**src/rtl/mrd_sink_pack_p4_if.sv**
```systemverilog
// Serial-sample side and 4-lane beat side of the mixed-radix DFT input packer.
// The producer/consumer of the serial stream uses master; the packer uses slave.
interface mrd_sink_pack_p4_if #(
    parameter int DW    = 18,
    parameter int wPTS  = 12,
    parameter int wDROP = 16
);
    logic                in_valid;
    logic                in_sop;
    logic                in_eop;
    logic [DW-1:0]       in_real;
    logic [DW-1:0]       in_imag;
    logic [wPTS-1:0]     in_dftpts;
    logic [5:0]          in_size;
    logic                sink_ready;
    logic                out_valid;
    logic                out_sop;
    logic                out_eop;
    logic [4*DW-1:0]     out_real;
    logic [4*DW-1:0]     out_imag;
    logic [wPTS-1:0]     out_dftpts;
    logic [5:0]          out_size;
    logic                err_len;
    logic [wDROP-1:0]    drop_cnt;

    modport master (
        output in_valid, in_sop, in_eop, in_real, in_imag,
        output in_dftpts, in_size, sink_ready,
        input  out_valid, out_sop, out_eop, out_real, out_imag,
        input  out_dftpts, out_size, err_len, drop_cnt
    );

    modport slave (
        input  in_valid, in_sop, in_eop, in_real, in_imag,
        input  in_dftpts, in_size, sink_ready,
        output out_valid, out_sop, out_eop, out_real, out_imag,
        output out_dftpts, out_size, err_len, drop_cnt
    );
endinterface

```
**src/rtl/mrd_sink_pack_p4.sv**
```systemverilog
// Packs serial complex samples into 4-lane beats with sop/eop framing,
// length checking and a saturating count of packets the memory top refused.
module mrd_sink_pack_p4 #(
    parameter int DW    = 18,
    parameter int wPTS  = 12,
    parameter int wDROP = 16
) (
    input  logic clk,
    input  logic rst,
    mrd_sink_pack_p4_if.slave bus
);

    typedef enum logic [1:0] {IDLE, PACK, DROP} state_t;

    state_t                 state_q, state_d;
    logic [wPTS-1:0]        cnt_q, cnt_d, pts_q, pts_d;
    logic [wPTS-1:0]        cur_cnt, cnt_inc;
    logic [5:0]             size_q, size_d;
    logic [3:0][DW-1:0]     re_q, re_d, im_q, im_d;
    logic [3:0][DW-1:0]     cur_re, cur_im;
    logic                   first_q, first_d;
    logic                   sop, ok, take, fin, emit;
    logic [1:0]             lane;

    logic                   ov_q, ov_d, osop_q, osop_d, oeop_q, oeop_d;
    logic                   err_q, err_d;
    logic [3:0][DW-1:0]     ore_q, ore_d, oim_q, oim_d;
    logic [wPTS-1:0]        opts_q, opts_d;
    logic [5:0]             osz_q, osz_d;
    logic [wDROP-1:0]       drop_q, drop_d;

    assign sop = bus.in_valid & bus.in_sop;
    assign ok  = bus.sink_ready && (bus.in_dftpts != '0) &&
                 (bus.in_dftpts[1:0] == 2'b00);

    always_comb begin
        state_d = state_q;
        cnt_d   = cnt_q;
        pts_d   = pts_q;
        size_d  = size_q;
        re_d    = re_q;
        im_d    = im_q;
        first_d = first_q;
        ov_d    = 1'b0;
        osop_d  = 1'b0;
        oeop_d  = 1'b0;
        ore_d   = '0;
        oim_d   = '0;
        opts_d  = '0;
        osz_d   = '0;
        err_d   = 1'b0;
        drop_d  = drop_q;
        take    = 1'b0;
        cur_cnt = cnt_q;
        cur_re  = re_q;
        cur_im  = im_q;
        lane    = 2'd0;
        cnt_inc = '0;
        fin     = 1'b0;
        emit    = 1'b0;

        if (sop) begin
            // A sop always abandons any partial beat before being judged.
            err_d   = (state_q == PACK);
            cur_cnt = '0;
            cur_re  = '0;
            cur_im  = '0;
            re_d    = '0;
            im_d    = '0;
            cnt_d   = '0;
            if (ok) begin
                take    = 1'b1;
                first_d = 1'b1;
                pts_d   = bus.in_dftpts;
                size_d  = bus.in_size;
                state_d = PACK;
            end else begin
                if (drop_q != '1) drop_d = drop_q + 1'b1;
                state_d = bus.in_eop ? IDLE : DROP;
            end
        end else if (bus.in_valid) begin
            if (state_q == PACK) begin
                take = 1'b1;
            end else if (state_q == DROP && bus.in_eop) begin
                state_d = IDLE;
            end
        end

        if (take) begin
            lane         = cur_cnt[1:0];
            cur_re[lane] = bus.in_real;
            cur_im[lane] = bus.in_imag;
            cnt_inc      = cur_cnt + 1'b1;
            fin          = bus.in_eop || (cnt_inc == pts_d);
            emit         = fin || (lane == 2'd3);
            cnt_d        = fin ? '0 : cnt_inc;
            if (emit) begin
                ov_d    = 1'b1;
                osop_d  = first_d;
                oeop_d  = fin;
                ore_d   = cur_re;
                oim_d   = cur_im;
                opts_d  = pts_d;
                osz_d   = size_d;
                first_d = 1'b0;
                re_d    = '0;
                im_d    = '0;
            end else begin
                re_d = cur_re;
                im_d = cur_im;
            end
            // Early eop or missing eop both close the packet with an error.
            if (fin) begin
                state_d = IDLE;
                if (!(bus.in_eop && cnt_inc == pts_d)) err_d = 1'b1;
            end
        end
    end

    always_ff @(posedge clk or posedge rst) begin
        if (rst) begin
            state_q <= IDLE;
            cnt_q   <= '0;
            pts_q   <= '0;
            size_q  <= '0;
            re_q    <= '0;
            im_q    <= '0;
            first_q <= 1'b0;
            ov_q    <= 1'b0;
            osop_q  <= 1'b0;
            oeop_q  <= 1'b0;
            ore_q   <= '0;
            oim_q   <= '0;
            opts_q  <= '0;
            osz_q   <= '0;
            err_q   <= 1'b0;
            drop_q  <= '0;
        end else begin
            state_q <= state_d;
            cnt_q   <= cnt_d;
            pts_q   <= pts_d;
            size_q  <= size_d;
            re_q    <= re_d;
            im_q    <= im_d;
            first_q <= first_d;
            ov_q    <= ov_d;
            osop_q  <= osop_d;
            oeop_q  <= oeop_d;
            ore_q   <= ore_d;
            oim_q   <= oim_d;
            opts_q  <= opts_d;
            osz_q   <= osz_d;
            err_q   <= err_d;
            drop_q  <= drop_d;
        end
    end

    assign bus.out_valid  = ov_q;
    assign bus.out_sop    = osop_q;
    assign bus.out_eop    = oeop_q;
    assign bus.out_real   = ore_q;
    assign bus.out_imag   = oim_q;
    assign bus.out_dftpts = opts_q;
    assign bus.out_size   = osz_q;
    assign bus.err_len    = err_q;
    assign bus.drop_cnt   = drop_q;

endmodule
```
**src/flat_wrapper.sv**
```systemverilog
// flat-port wrapper written by rule: the top's interface ports become plain ports
module mrd_sink_pack_p4_flat 
#(
    parameter int DW    = 18,
    parameter int wPTS  = 12,
    parameter int wDROP = 16
)
  (clk, rst, bus_in_valid, bus_in_sop, bus_in_eop, bus_in_real, bus_in_imag, bus_in_dftpts, bus_in_size, bus_sink_ready, bus_out_valid, bus_out_sop, bus_out_eop, bus_out_real, bus_out_imag, bus_out_dftpts, bus_out_size, bus_err_len, bus_drop_cnt);
  mrd_sink_pack_p4_if #(.DW(DW), .wPTS(wPTS), .wDROP(wDROP)) bus_i ();
  input  logic clk;
  input  logic rst;
  input wire logic [$bits(bus_i.in_valid)-1:0] bus_in_valid;
  input wire logic [$bits(bus_i.in_sop)-1:0] bus_in_sop;
  input wire logic [$bits(bus_i.in_eop)-1:0] bus_in_eop;
  input wire logic [$bits(bus_i.in_real)-1:0] bus_in_real;
  input wire logic [$bits(bus_i.in_imag)-1:0] bus_in_imag;
  input wire logic [$bits(bus_i.in_dftpts)-1:0] bus_in_dftpts;
  input wire logic [$bits(bus_i.in_size)-1:0] bus_in_size;
  input wire logic [$bits(bus_i.sink_ready)-1:0] bus_sink_ready;
  output wire logic [$bits(bus_i.out_valid)-1:0] bus_out_valid;
  output wire logic [$bits(bus_i.out_sop)-1:0] bus_out_sop;
  output wire logic [$bits(bus_i.out_eop)-1:0] bus_out_eop;
  output wire logic [$bits(bus_i.out_real)-1:0] bus_out_real;
  output wire logic [$bits(bus_i.out_imag)-1:0] bus_out_imag;
  output wire logic [$bits(bus_i.out_dftpts)-1:0] bus_out_dftpts;
  output wire logic [$bits(bus_i.out_size)-1:0] bus_out_size;
  output wire logic [$bits(bus_i.err_len)-1:0] bus_err_len;
  output wire logic [$bits(bus_i.drop_cnt)-1:0] bus_drop_cnt;
  assign bus_i.in_valid = bus_in_valid;
  assign bus_i.in_sop = bus_in_sop;
  assign bus_i.in_eop = bus_in_eop;
  assign bus_i.in_real = bus_in_real;
  assign bus_i.in_imag = bus_in_imag;
  assign bus_i.in_dftpts = bus_in_dftpts;
  assign bus_i.in_size = bus_in_size;
  assign bus_i.sink_ready = bus_sink_ready;
  assign bus_out_valid = bus_i.out_valid;
  assign bus_out_sop = bus_i.out_sop;
  assign bus_out_eop = bus_i.out_eop;
  assign bus_out_real = bus_i.out_real;
  assign bus_out_imag = bus_i.out_imag;
  assign bus_out_dftpts = bus_i.out_dftpts;
  assign bus_out_size = bus_i.out_size;
  assign bus_err_len = bus_i.err_len;
  assign bus_drop_cnt = bus_i.drop_cnt;
  mrd_sink_pack_p4 #(.DW(DW), .wPTS(wPTS), .wDROP(wDROP)) u_core (.clk(clk), .rst(rst), .bus(bus_i));
endmodule
```
**config.mk**
```make
export PLATFORM = sky130hd
export DESIGN_NAME = mrd_sink_pack_p4_flat
export DESIGN_NICKNAME = d
export VERILOG_FILES = /design/src/rtl/mrd_sink_pack_p4_if.sv /design/src/rtl/mrd_sink_pack_p4.sv /design/src/flat_wrapper.sv
export SDC_FILE = /design/constraint.sdc
export NUM_CORES = 1
export LEC_CHECK = 0
export BUFFER_PORTS_ARGS = -buffer_cell sky130_fd_sc_hd__buf_2
export CORE_ASPECT_RATIO = 0.75
export CORE_MARGIN = 4
export CORE_UTILIZATION = 55
export CTS_CLUSTER_SIZE = 40
export DETAILED_ROUTE_END_ITERATION = 10
export PLACE_DENSITY = 0.79
export SLEW_MARGIN = 25
export SYNTH_ARGS = -nofsm -noshare
export SYNTH_HDL_FRONTEND = slang
export SYNTH_SLANG_ARGS = --single-unit
```
**constraint.sdc**
```tcl
create_clock -name clk -period 37.6 [get_ports clk]
set_clock_uncertainty 0.05 [all_clocks]
set_input_delay 5.64 -clock clk [delete_from_list [all_inputs] [get_ports clk]]
set_output_delay 5.64 -clock clk [all_outputs]
set_load 0.03 [all_outputs]
```
# Word-level counts from Yosys, hierarchy flattened
# Index checks and enable logic that the tools add are counted.
# classes
add_sub_neg	2
order_cmp	2
mux	51
n_eq_ne	5
bitwise	2
reduce_logical	10
# ops
cell	n
72-bit 2-to-1 mux	10
72-bit bitwise mux	2
12-bit 2-to-1 mux	7
18-bit demux with 2-bit select	1
6-bit 2-to-1 mux	4
1-bit 2-to-1 mux	18
18-bit 2-to-1 mux	1
16-bit by 1-bit adder with 16-bit output, second input constant	1
2-bit 2-to-1 mux	8
16-bit != test, second input constant	1
12-bit by 1-bit adder with 12-bit output, second input constant	1
12-bit equality test	1
12-bit nonzero test	1
1-bit logical AND	5
2-bit equality test, second input constant	2
2-bit by 3-bit < comparator with 1-bit output, second input constant	1
3-bit AND reduction	1
2-bit by 1-bit equality test with 1-bit output, second input constant	1
2-bit by 1-bit >= comparator with 1-bit output, second input constant	1
2-bit logical NOT	1
1-bit logical OR	2
1-bit AND	1
1-bit NOT	1
# totals
wordCells	100
register_bits	359

# Longest topological paths before layout
# Gate-level depths: netlist of run 1.
# depth
word_depth	10
depth_mapped	17
mapped_depth_nobuf	12

# Worst setup path before layout of run 1
# Ideal clock, no wire load.
# synth_timing
kind	input to register
from	in bus_in_valid
to	reg u_core.im_q[0] in the netlist's numbering
setup_ns	0.122
required_ns	37.428
cell_stages	16
t_arrival_ns	8.896
n_path_buf	4
setup_slack_ns	28.532
cell_sequence	nand2_1 > clkbuf_1 > clkbuf_1 > nand2_1 > inv_1 > ha_1 > clkbuf_1 > inv_1 > o311a_1 > a21oi_1 > xor2_1 > nand3_1 > nor3_1 > o221ai_2 > clkbuf_1 > a32o_1
# synth_rtl
element	line_no	text
start: declaration	flat_wrapper.sv:12	input wire logic [$bits(bus_i.in_valid)-1:0] bus_in_valid;
end signal: assignment	mrd_sink_pack_p4.sv:144	im_q <= im_d;
end: declaration	mrd_sink_pack_p4.sv:19	logic [3:0][DW-1:0] re_q, re_d, im_q, im_d;

==> impl_metrics.env, run 1 <==
export IMPL_worst_slew_pin_slew_ns=0.974
export IMPL_yosys_top_cells_area="dfrtp_1 61%, nor2_1 7.9%, a32o_1 7.4%, a21oi_1 5.0%, nand2_1 4.9%"
export IMPL_fillerInstances=2014
export IMPL_routedWlPerCell_um=18.4
export IMPL_first_pass_iters=5
export IMPL_cpLargestDelayFamily="simple AND/OR/NAND/NOR gates"
export IMPL_synth_top_family_by_area="simple AND/OR/NAND/NOR gates"
export IMPL_drt_iter0_drc=1065
export IMPL_finalMaxSlewViolations=0
export IMPL_fin_crit_sh_pct=27.9
export IMPL_syn2layout_area_growth_pct=17.8
export IMPL_required_ns=37.94
export IMPL_post_place_ws_ns=26.58
export IMPL_cts_tree="yes"
export IMPL_grtUsageTotal_pct=25.0
export IMPL_cp_slowest_cell="nor3_1"
export IMPL_status="finished clean"
export IMPL_grt_pass1_vias=11400
export IMPL_synth_distinct_cells=42
export IMPL_die_x_um=196
export IMPL_synth_compound_area_share_pct=14.2
export IMPL_port_buffers=241
export IMPL_initial_core_util_pct=56.2
export IMPL_synth_fa_ha_area_share_pct=0.427
export IMPL_yosys_area_top_type="dfrtp_1"
export IMPL_synth_cell_area_um2=14700
export IMPL_clkTransAtPathRegs_ns=0.06
export IMPL_synth_edf_count=0
export IMPL_hold_ws_ns=0.423
export IMPL_multiInputGateArea_um2=5290
export IMPL_cts_resized=0
export IMPL_synthSimpleGateAreaFrac_pct=18.5
export IMPL_ys_warn_count=0
export IMPL_seqCellArea_um2=8980
export IMPL_clock_latency_ns=0.50
export IMPL_ctsHtreeMaxLevel=2
export IMPL_layout_drive_gt1_share_pct=19.8
export IMPL_dp_hpwl_um=22800
export IMPL_io_pins=242
export IMPL_setup_tns_ns=0
export IMPL_drv_cap=0
export IMPL_synth_mux_area_share_pct=0.282
export IMPL_endpoint_kind="register"
export IMPL_die_h_um=149
export IMPL_leakagePower_nw=8.48
export IMPL_min_period_ns=10.49
export IMPL_synth_async_reset_ratio_pct=100
export IMPL_via_count=11400
export IMPL_cts_made_buffers=36
export IMPL_post_drt_via_cell_ratio=5.70
export IMPL_gp_congestion=0.839
export IMPL_fin_nets=1702
export IMPL_syn_num_nets=1517
export IMPL_clkSinkCount=359
export IMPL_die_area_um2=29300
export IMPL_ys_seq_elements=359
export IMPL_hold_violations=0
export IMPL_wl_um=36900
export IMPL_max_slew_margin_pct=34.9
export IMPL_p_per_area_nw_per_um2=46.9
export IMPL_ctsHoldBuffers=0
export IMPL_clk_path_buf_depth=3
export IMPL_cpMostUsedCell="inv_1"
export IMPL_grt_pass1_wl_um=60000
export IMPL_fmax_mhz=95.3
export IMPL_drc=0
export IMPL_critPathBufInv=4
export IMPL_grt_max_degree=185
export IMPL_worstPathMaxFanout=92
export IMPL_crit_path_max_incr_delay_ns=0.79
export IMPL_syn_area_per_cell_um2=10.1
export IMPL_yosysSeqAreaShare_pct=61.3
export IMPL_num_rows=51
export IMPL_vdd_drop_max_mv=0.0330
export IMPL_placedCellCount=1942
export IMPL_fin_cells=2004
export IMPL_holdCritPathClass="reg -> reg"
export IMPL_cts_setup_buffers=0
export IMPL_yosysMostFrequentCell="dfrtp_1"
export IMPL_core_region_area_um2=26100
export IMPL_antenna_found_initial=0
export IMPL_grt_setup_unrepaired="false"
export IMPL_setup_ws_ns=27.11
export IMPL_arrival_ns=10.83
export IMPL_root_buffer="clkbuf_16"
export IMPL_worstPathCellList="buf_2 > nand2_4 > nand2_1 > inv_1 > ha_4 > inv_1 > o311a_1 > a21oi_1 > xor2_1 > nand3_1 > nor3_1 > o221ai_4 > buf_4 > a32o_1"
export IMPL_setup_viol=0
export IMPL_ant_nets=0
export IMPL_grt_overflow=0
export IMPL_ys_top_cells_by_count="359 x dfrtp_1, 307 x nor2_1, 192 x nand2_1, 146 x a21oi_1, 109 x a32o_1"
export IMPL_crit_type="in -> reg"
export IMPL_synth_xor_area_share_pct=1.91
export IMPL_critical_path_startpoint_type="input port"
export IMPL_p_total_mw=0.809
export IMPL_synthFlopType="dfrtp_1"
export IMPL_syn_inst=1452
export IMPL_synth_top_area_share_pct=61.3
-- kinds of logic (layout without fill, tap and decap cells) --
family / count (synthesis) / after routing
xor gates and xnor gates: 32 / 32
adders and majority gates: 5 / 5
muxes: 4 / 4
DFF: 359 / 359
AOI/OAI and AO/OA: 294 / 294
and+or+nand+nor: 633 / 633
other: 0 / 1
buffers and inverters: 125 / 332
-- state kept, by name (all words and copies together), names as in the netlist, 2 cells and up --
| signal | count |
|---|---|
| u_core.bus.out_imag | 72 |
| u_core.size_q | 6 |
| u_core.bus.out_dftpts | 12 |
| u_core.re_q | 72 |
| u_core.state_q | 2 |
| u_core.pts_q | 12 |
| u_core.bus.drop_cnt | 16 |
| u_core.cnt_q | 12 |
| u_core.bus.out_real | 72 |
| u_core.bus.out_size | 6 |
| u_core.im_q | 72 |
-- through the flow --
| step | cell area (µm²) | utilization [%] |
|---|---|---|
| final | 17300 | 66.1 |
| after global routing | 17300 | 66.1 |
| after CTS | 17200 | 66.0 |
| after detailed placement | 16100 | 61.7 |
| after global placement | 16100 | 61.7 |
| after floorplan | 14700 | - |
-- path summary, 6_finish.rpt --
path | from | to | slack [ns] | cells after the start
setup / recovery | bus_in_valid | u_core.im_q[10]$_DFF_PP0_ | 27.11 | 14
hold / removal | u_core.size_q[5]$_DFF_PP0_ | u_core.size_q[5]$_DFF_PP0_ | 0.42 | 2
setup reg to reg | u_core.cnt_q[0]$_DFF_PP0_ | u_core.im_q[10]$_DFF_PP0_ | 32.85 | 12
hold reg to reg | u_core.size_q[5]$_DFF_PP0_ | u_core.size_q[5]$_DFF_PP0_ | 0.42 | 2
max in group asynchronous | rst | u_core.im_q[28]$_DFF_PP0_ | 30.86 | 4
min in group asynchronous | rst | u_core.bus.out_real[64]$_DFF_PP0_ | 5.22 | 2
-- per-layer routing --
layer | vias up | GRT usage, % | wire length (µm)
met2 | 419 | 40.2 | 17500
met3 | 42 | 4.90 | 2660
met1 | 5657 | 36.3 | 16300
met4 | 0 | 4.92 | 495
met5 | - | 0 | 0
li1 | 5309 | - | -
-- placed cells by master, fill, tap and decap left out, types with 15 or more instances in the layout --
master / netlist / final
a21oi_1: 146 / 146
a32o_1: 109 / 109
buf_2: 15 / 241
clkbuf_16: 0 / 37
dfrtp_1: 359 / 359
nand2_1: 192 / 191
nand3_1: 25 / 25
nand4_1: 15 / 15
nor2_1: 307 / 307
nor2b_1: 53 / 53
o21ai_0: 24 / 24
xnor2_1: 17 / 17
xor2_1: 15 / 15
-- worst min-delay path, stage by stage (launching register included) --
cell and delay [ns]:
dfrtp_1 0.32, nand2_1 0.05, nand2_1 0.07
-- power by group --
part / internal [mW] / switching [mW]
clock network: 0.201 / 0.141
logic: 0.0180 / 0.0464
registers: 0.396 / 0.00692
-- area by class of cell --
class / instances / area share [%]
clock inverters: 6 / 0.319
diodes: 1 / 0.0145
repair buffers: 258 / 7.96
flip-flops and latches: 359 / 52.1
inverters: 14 / 0.348
multi-input cells: 968 / 30.7
well taps: 344 / 2.49
clock buffers: 54 / 6.14
No activity file was read; power rests on OpenSTA's default activity.
==> inputs of run 2 (changes only) <==
ABC_AREA = 1   (was default)
CORE_UTILIZATION = 52   (was 55)
PLACE_DENSITY = 0.78   (was 0.79)
clock period = 9.2 ns   (was 37.6 ns; I/O delays follow)
==> impl_metrics.env, run 2 <==
export IMPL_grt_pass1_vias=13600
export IMPL_p_comb_share_pct=12.9
export IMPL_antenna_found_initial=2
export IMPL_cts_made_buffers=36
export IMPL_cts_resized=0
export IMPL_grt_util_met1_pct=38.7
export IMPL_routedWlPerCell_um=18.0
export IMPL_drv_cap=0
export IMPL_die_x_um=211
export IMPL_met3_usage_pct=6.50
export IMPL_hold_ws_ns=0.450
export IMPL_die_area_um2=33700
export IMPL_ctsHoldBuffers=0
export IMPL_ys_warn_count=0
export IMPL_reg2reg_from="u_core.cnt_q[0]$_DFF_PP0_"
export IMPL_syn_area_per_cell_um2=8.33
export IMPL_whs_path_depth=1
export IMPL_setup_viol=0
export IMPL_wl_um=44800
export IMPL_synth_top_area_share_pct=56.2
export IMPL_power_switching_mw=1.00
export IMPL_leakagePower_nw=10.6
export IMPL_via_count=14000
export IMPL_clk_path_buf_depth=3
export IMPL_r2r_cells=15
export IMPL_critical_path_startpoint_type="input port"
export IMPL_placedCellCount=2431
export IMPL_clkSinkCount=359
export IMPL_cpLargestDelayFamily="simple AND/OR/NAND/NOR gates"
export IMPL_die_h_um=160
export IMPL_yosysSeqAreaShare_pct=56.2
export IMPL_fin_cells=2493
export IMPL_finalMaxSlewViolations=0
export IMPL_p_per_area_nw_per_um2=198
export IMPL_ys_top_cells_by_count="516 x nand2_1, 359 x dfrtp_1, 262 x o21ai_0, 184 x nor2_1, 162 x inv_1"
export IMPL_fin_nets=2136
export IMPL_synth_cell_area_um2=16000
export IMPL_io_pins=242
export IMPL_syn_num_nets=1984
export IMPL_port_buffers=241
export IMPL_yosys_top_cells_area="dfrtp_1 56%, nand2_1 12%, o21ai_0 8.2%, nand4_1 5.2%, nor2_1 4.3%"
export IMPL_worstPathCellList="buf_2 > nand2_8 > buf_4 > nand4_1 > nor2_1 > nand3_1 > nand2_1 > inv_1 > nand2_1 > nand2_1 > nand2_1 > nor2_2 > nand3_4 > nand3_4 > nand2_2 > buf_4 > nor2_1"
export IMPL_post_drt_via_cell_ratio=5.61
export IMPL_max_slew_margin_pct=35.4
export IMPL_critPathBufInv=4
export IMPL_min_period_ns=5.71
export IMPL_syn_inst=1919
export IMPL_design_area_um2=18500
export IMPL_yosys_area_top_type="dfrtp_1"
export IMPL_gp_congestion=0.873
export IMPL_num_rows=55
export IMPL_status="finished clean"
export IMPL_first_pass_iters=8
export IMPL_ant_nets=0
export IMPL_p_total_mw=3.65
export IMPL_grt_overflow=0
export IMPL_grt_max_degree=179
export IMPL_synthFlopType="dfrtp_1"
export IMPL_cts_tree="yes"
export IMPL_min_to="u_core.bus.drop_cnt[15]$_DFFE_PP0P_"
export IMPL_clock_power_share_pct=40.9
export IMPL_arrival_ns=6.03
export IMPL_setup_tns_ns=0
export IMPL_fin_crit_sh_pct=62.0
export IMPL_drt_iter0_drc=1501
export IMPL_hold_start="u_core.bus.drop_cnt[15]$_DFFE_PP0P_"
export IMPL_worstPathMaxFanout=102
export IMPL_worst_slew_pin_slew_ns=0.970
export IMPL_grtUsageTotal_pct=26.3
export IMPL_setup_ws_ns=3.49
export IMPL_switching_share_pct=27.4
export IMPL_ctsHtreeMaxLevel=2
export IMPL_mostFrequentLayoutCell="nand2_1"
export IMPL_root_buffer="clkbuf_16"
export IMPL_drc=0
export IMPL_ys_seq_elements=359
export IMPL_synth_edf_count=0
export IMPL_power_frac_seq_pct=46.2
export IMPL_hold_violations=0
export IMPL_cts_setup_buffers=0
export IMPL_busiest_layer="met2"
export IMPL_core_region_area_um2=30200
export IMPL_crit_path_max_incr_delay_ns=0.79
export IMPL_synth_async_reset_ratio_pct=100
export IMPL_final_cell_mix="513 x nand2_1, 359 x dfrtp_1, 262 x o21ai_0"
export IMPL_fillerInstances=2570
export IMPL_vdd_drop_max_mv=0.153
export IMPL_cp_slowest_cell="nand2_2"
export IMPL_holdCritPathClass="reg -> reg"
export IMPL_required_ns=9.52
export IMPL_endpoint_kind="register"
export IMPL_n_antenna_cell=0
export IMPL_fin_util_pct=61.1
export IMPL_grt_pass1_wl_um=72800
export IMPL_yosysMostFrequentCell="nand2_1"
export IMPL_use_met2_pct=39.7
export IMPL_initial_core_util_pct=52.9
export IMPL_reg2reg_to="u_core.bus.out_imag[66]$_DFF_PP0_"
export IMPL_synth_distinct_cells=29
export IMPL_cpMostUsedCell="nand2_1"
export IMPL_clkTransAtPathRegs_ns=0.06
export IMPL_intPower_mw=2.65
export IMPL_rrSetupSlack_ns=4.86
export IMPL_dp_hpwl_um=27100
export IMPL_syn2layout_area_growth_pct=15.5
export IMPL_crit_type="in -> reg"
export IMPL_dpl_cell_area_um2=17200
export IMPL_clock_latency_ns=0.54
export IMPL_layout_drive_gt1_share_pct=17.0
export IMPL_post_place_ws_ns=3.07
export IMPL_grt_setup_unrepaired="false"
export IMPL_fmax_mhz=175
run 2: final cells by class:
type	count	area (µm²)	area share (%)
clock buffer	52	1050	5.69
clock inverter	9	138	0.745
inverter	178	689	3.73
multi-input combinational	1241	5750	31.1
sequential	359	8980	48.6
tap	399	499	2.70
timing repair buffer	255	1360	7.36
run 2: power groups by stage:
| stage | Combinational (mW) | Sequential (mW) | Clock [mW] |
|---|---|---|---|
| floorplan | 0.285 | 1.76 | 0 |
| global placement | 0.450 | 1.71 | 0 |
| detailed placement | 0.464 | 1.71 | 0 |
| CTS | 0.468 | 1.69 | 1.51 |
| global route | 0.527 | 1.69 | 1.58 |
| finish | 0.471 | 1.69 | 1.49 |
run 2: worst max path at each step:
stage | depth (start not counted) | slack [ns] | start | endpoint
after detailed placement | 17 | 3.07 | bus_in_valid | u_core.bus.out_imag[66]$_DFF_PP0_
final | 17 | 3.49 | bus_in_valid | u_core.bus.out_imag[66]$_DFF_PP0_
after global placement | 17 | 2.84 | bus_in_valid | u_core.bus.out_real[70]$_DFF_PP0_
after CTS | 17 | 3.60 | bus_in_valid | u_core.bus.out_imag[66]$_DFF_PP0_
after global routing | 17 | 3.19 | bus_in_valid | u_core.bus.out_dftpts[8]$_DFF_PP0_
after floorplan | 1 | 2.96 | rst | u_core.bus.drop_cnt[0]$_DFFE_PP0P_
run 2: per-layer routing:
metal / part of all wire (%) / vias up
li1: - / 6465
met1: 43 / 6730
met2: 45 / 704
met3: 9.7 / 83
met4: 2.0 / 4
met5: 0.051 / -
run 2: cell families after synthesis:
kind of cell | Yosys count | share of synthesized area, %
AOI/OAI and AO/OA | 312 | 9.86
xor gates and xnor gates | 19 | 1.04
adders and majority gates | 5 | 0.391
buffers and inverters | 319 | 8.25
DFF | 359 | 56.2
and+or+nand+nor | 905 | 24.3
run 2: worst register-to-register path, delay by kind of cell, from the launching register on:
| kind | cells | cell delay, ns |
|---|---|---|
| adders and majority gates | 1 | 0.26 |
| xor gates and xnor gates | 1 | 0.29 |
| DFF | 1 | 0.42 |
| buffers and inverters | 4 | 1.07 |
| and+or+nand+nor | 9 | 2.11 |
==> inputs of run 3 (changes only) <==
clock period = 5.1 ns   (was 9.2 ns; I/O delays follow)
==> impl_metrics.env, run 3 (synthesized netlist as in run 2, its figures left out) <==
export IMPL_status="finished clean"
export IMPL_grt_setup_unrepaired="false"
export IMPL_crit_start="bus_in_valid"
export IMPL_grt_overflow=0
export IMPL_first_pass_iters=5
export IMPL_required_ns=5.40
export IMPL_layout_drive_gt1_share_pct=17.0
export IMPL_critPathBufInv=4
export IMPL_post_place_ws_ns=0.968
export IMPL_grt_pass1_vias=13600
export IMPL_clock_latency_ns=0.54
export IMPL_power_frac_seq_pct=47.0
export IMPL_antenna_found_initial=2
export IMPL_worst_slew_pin_slew_ns=0.984
export IMPL_crit_path_max_incr_delay_ns=0.37
export IMPL_crit_type="in -> reg"
export IMPL_n_antenna_cell=0
export IMPL_worstPathMaxFanout=145
export IMPL_min_period_ns=3.70
export IMPL_dp_hpwl_um=25800
export IMPL_fin_nets=2138
export IMPL_die_h_um=160
export IMPL_cp_slowest_cell="buf_12"
export IMPL_reg2reg_from="u_core.cnt_q[0]$_DFF_PP0_"
export IMPL_root_buffer="clkbuf_16"
export IMPL_hold_ws_ns=0.370
export IMPL_routedWlPerCell_um=17.3
export IMPL_drv_cap=0
export IMPL_cpMostUsedCell="nand2_1"
export IMPL_die_area_um2=33700
export IMPL_fin_cells=2497
export IMPL_via_count=13800
export IMPL_grt_max_degree=146
export IMPL_placedCellCount=2434
export IMPL_grt_pass1_wl_um=71100
export IMPL_clkSinkCount=359
export IMPL_worstPathCellList="buf_2 > nand2_4 > nand2_1 > inv_1 > ha_1 > nand2_1 > nor2_2 > nand2_1 > nand2_1 > nand2_1 > inv_1 > nand2_1 > nand2_1 > nand2_1 > nor2_1 > nand3_4 > nand3_4 > buf_12 > a21oi_1"
export IMPL_post_drt_via_cell_ratio=5.51
export IMPL_hold_violations=0
export IMPL_ctsHtreeMaxLevel=2
export IMPL_cts_resized=0
export IMPL_design_area_um2=18400
export IMPL_final_cell_mix="513 x nand2_1, 359 x dfrtp_1, 262 x o21ai_0"
export IMPL_cts_setup_buffers=0
export IMPL_grtUsageTotal_pct=25.5
export IMPL_p_total_mw=6.48
export IMPL_endpoint_kind="register"
export IMPL_fmax_mhz=270
export IMPL_clkTransAtPathRegs_ns=0.06
export IMPL_p_per_area_nw_per_um2=352
export IMPL_vdd_drop_max_mv=0.245
export IMPL_clock_power_share_pct=39.9
export IMPL_core_region_area_um2=30200
export IMPL_switching_share_pct=27.7
export IMPL_port_buffers=241
export IMPL_fin_util_pct=61.0
export IMPL_fin_crit_sh_pct=72.5
export IMPL_finalMaxSlewViolations=0
export IMPL_cpLargestDelayFamily="simple AND/OR/NAND/NOR gates"
export IMPL_clk_path_buf_depth=3
export IMPL_holdCritPathClass="in -> async"
export IMPL_syn2layout_area_growth_pct=15.2
export IMPL_cts_made_buffers=36
export IMPL_intPower_mw=4.68
export IMPL_critical_path_startpoint_type="input port"
export IMPL_max_slew_margin_pct=34.4
export IMPL_power_switching_mw=1.80
export IMPL_gp_congestion=0.843
export IMPL_initial_core_util_pct=52.9
export IMPL_arrival_ns=4.00
export IMPL_mostFrequentLayoutCell="nand2_1"
export IMPL_p_comb_share_pct=13.1
export IMPL_die_x_um=211
export IMPL_drt_iter0_drc=1355
export IMPL_io_pins=242
export IMPL_setup_viol=0
export IMPL_ant_nets=0
export IMPL_ctsHoldBuffers=0
export IMPL_cts_tree="yes"
export IMPL_fillerInstances=2585
export IMPL_wl_um=43300
export IMPL_num_rows=55
export IMPL_dpl_cell_area_um2=17300
export IMPL_drc=0
export IMPL_setup_ws_ns=1.40
export IMPL_leakagePower_nw=10.6
export IMPL_setup_tns_ns=0
run 3: worst paths after layout:
kind / endpoint / slack (ns) / cells past startpoint
max in group asynchronous: u_core.bus.out_imag[11]$_DFF_PP0_ / 3.51 / 3
worst max-delay path: u_core.im_q[65]$_DFF_PP0_ / 1.40 / 19
worst min register to register: u_core.pts_q[11]$_DFF_PP0_ / 0.45 / 2
min in group clk: u_core.pts_q[11]$_DFF_PP0_ / 0.45 / 2
worst max register to register: u_core.im_q[65]$_DFF_PP0_ / 1.62 / 17
worst min-delay path: u_core.bus.out_real[21]$_DFF_PP0_ / 0.37 / 2
run 3: final cells by class:
cell class | instances | area (µm²) | share of cell area (%)
flip-flops and latches | 359 | 8980 | 48.7
multi-input cells | 1241 | 5730 | 31.1
clock buffers | 50 | 1000 | 5.44
inverters | 178 | 692 | 3.75
well taps | 399 | 499 | 2.71
repair buffers | 257 | 1390 | 7.54
clock inverters | 13 | 130 | 0.706
run 3: power by group through the flow:
stage	logic [mW]	registers, mW	clock network, mW
after floorplan	0.515	3.17	0
after global placement	0.823	3.09	0
after detailed placement	0.846	3.09	0
after CTS	0.852	3.04	2.63
after global routing	0.951	3.05	2.76
final	0.851	3.04	2.59
run 3: metal layers:
metal	part of all wire [%]	wire length (µm)	vias up	track usage, %
li1	-	-	6481	-
met1	44	18800	6686	36.8
met2	46	20100	520	39.5
met3	7.7	3320	68	5.34
met4	2.3	996	4	7.33
met5	0.049	21	-	0
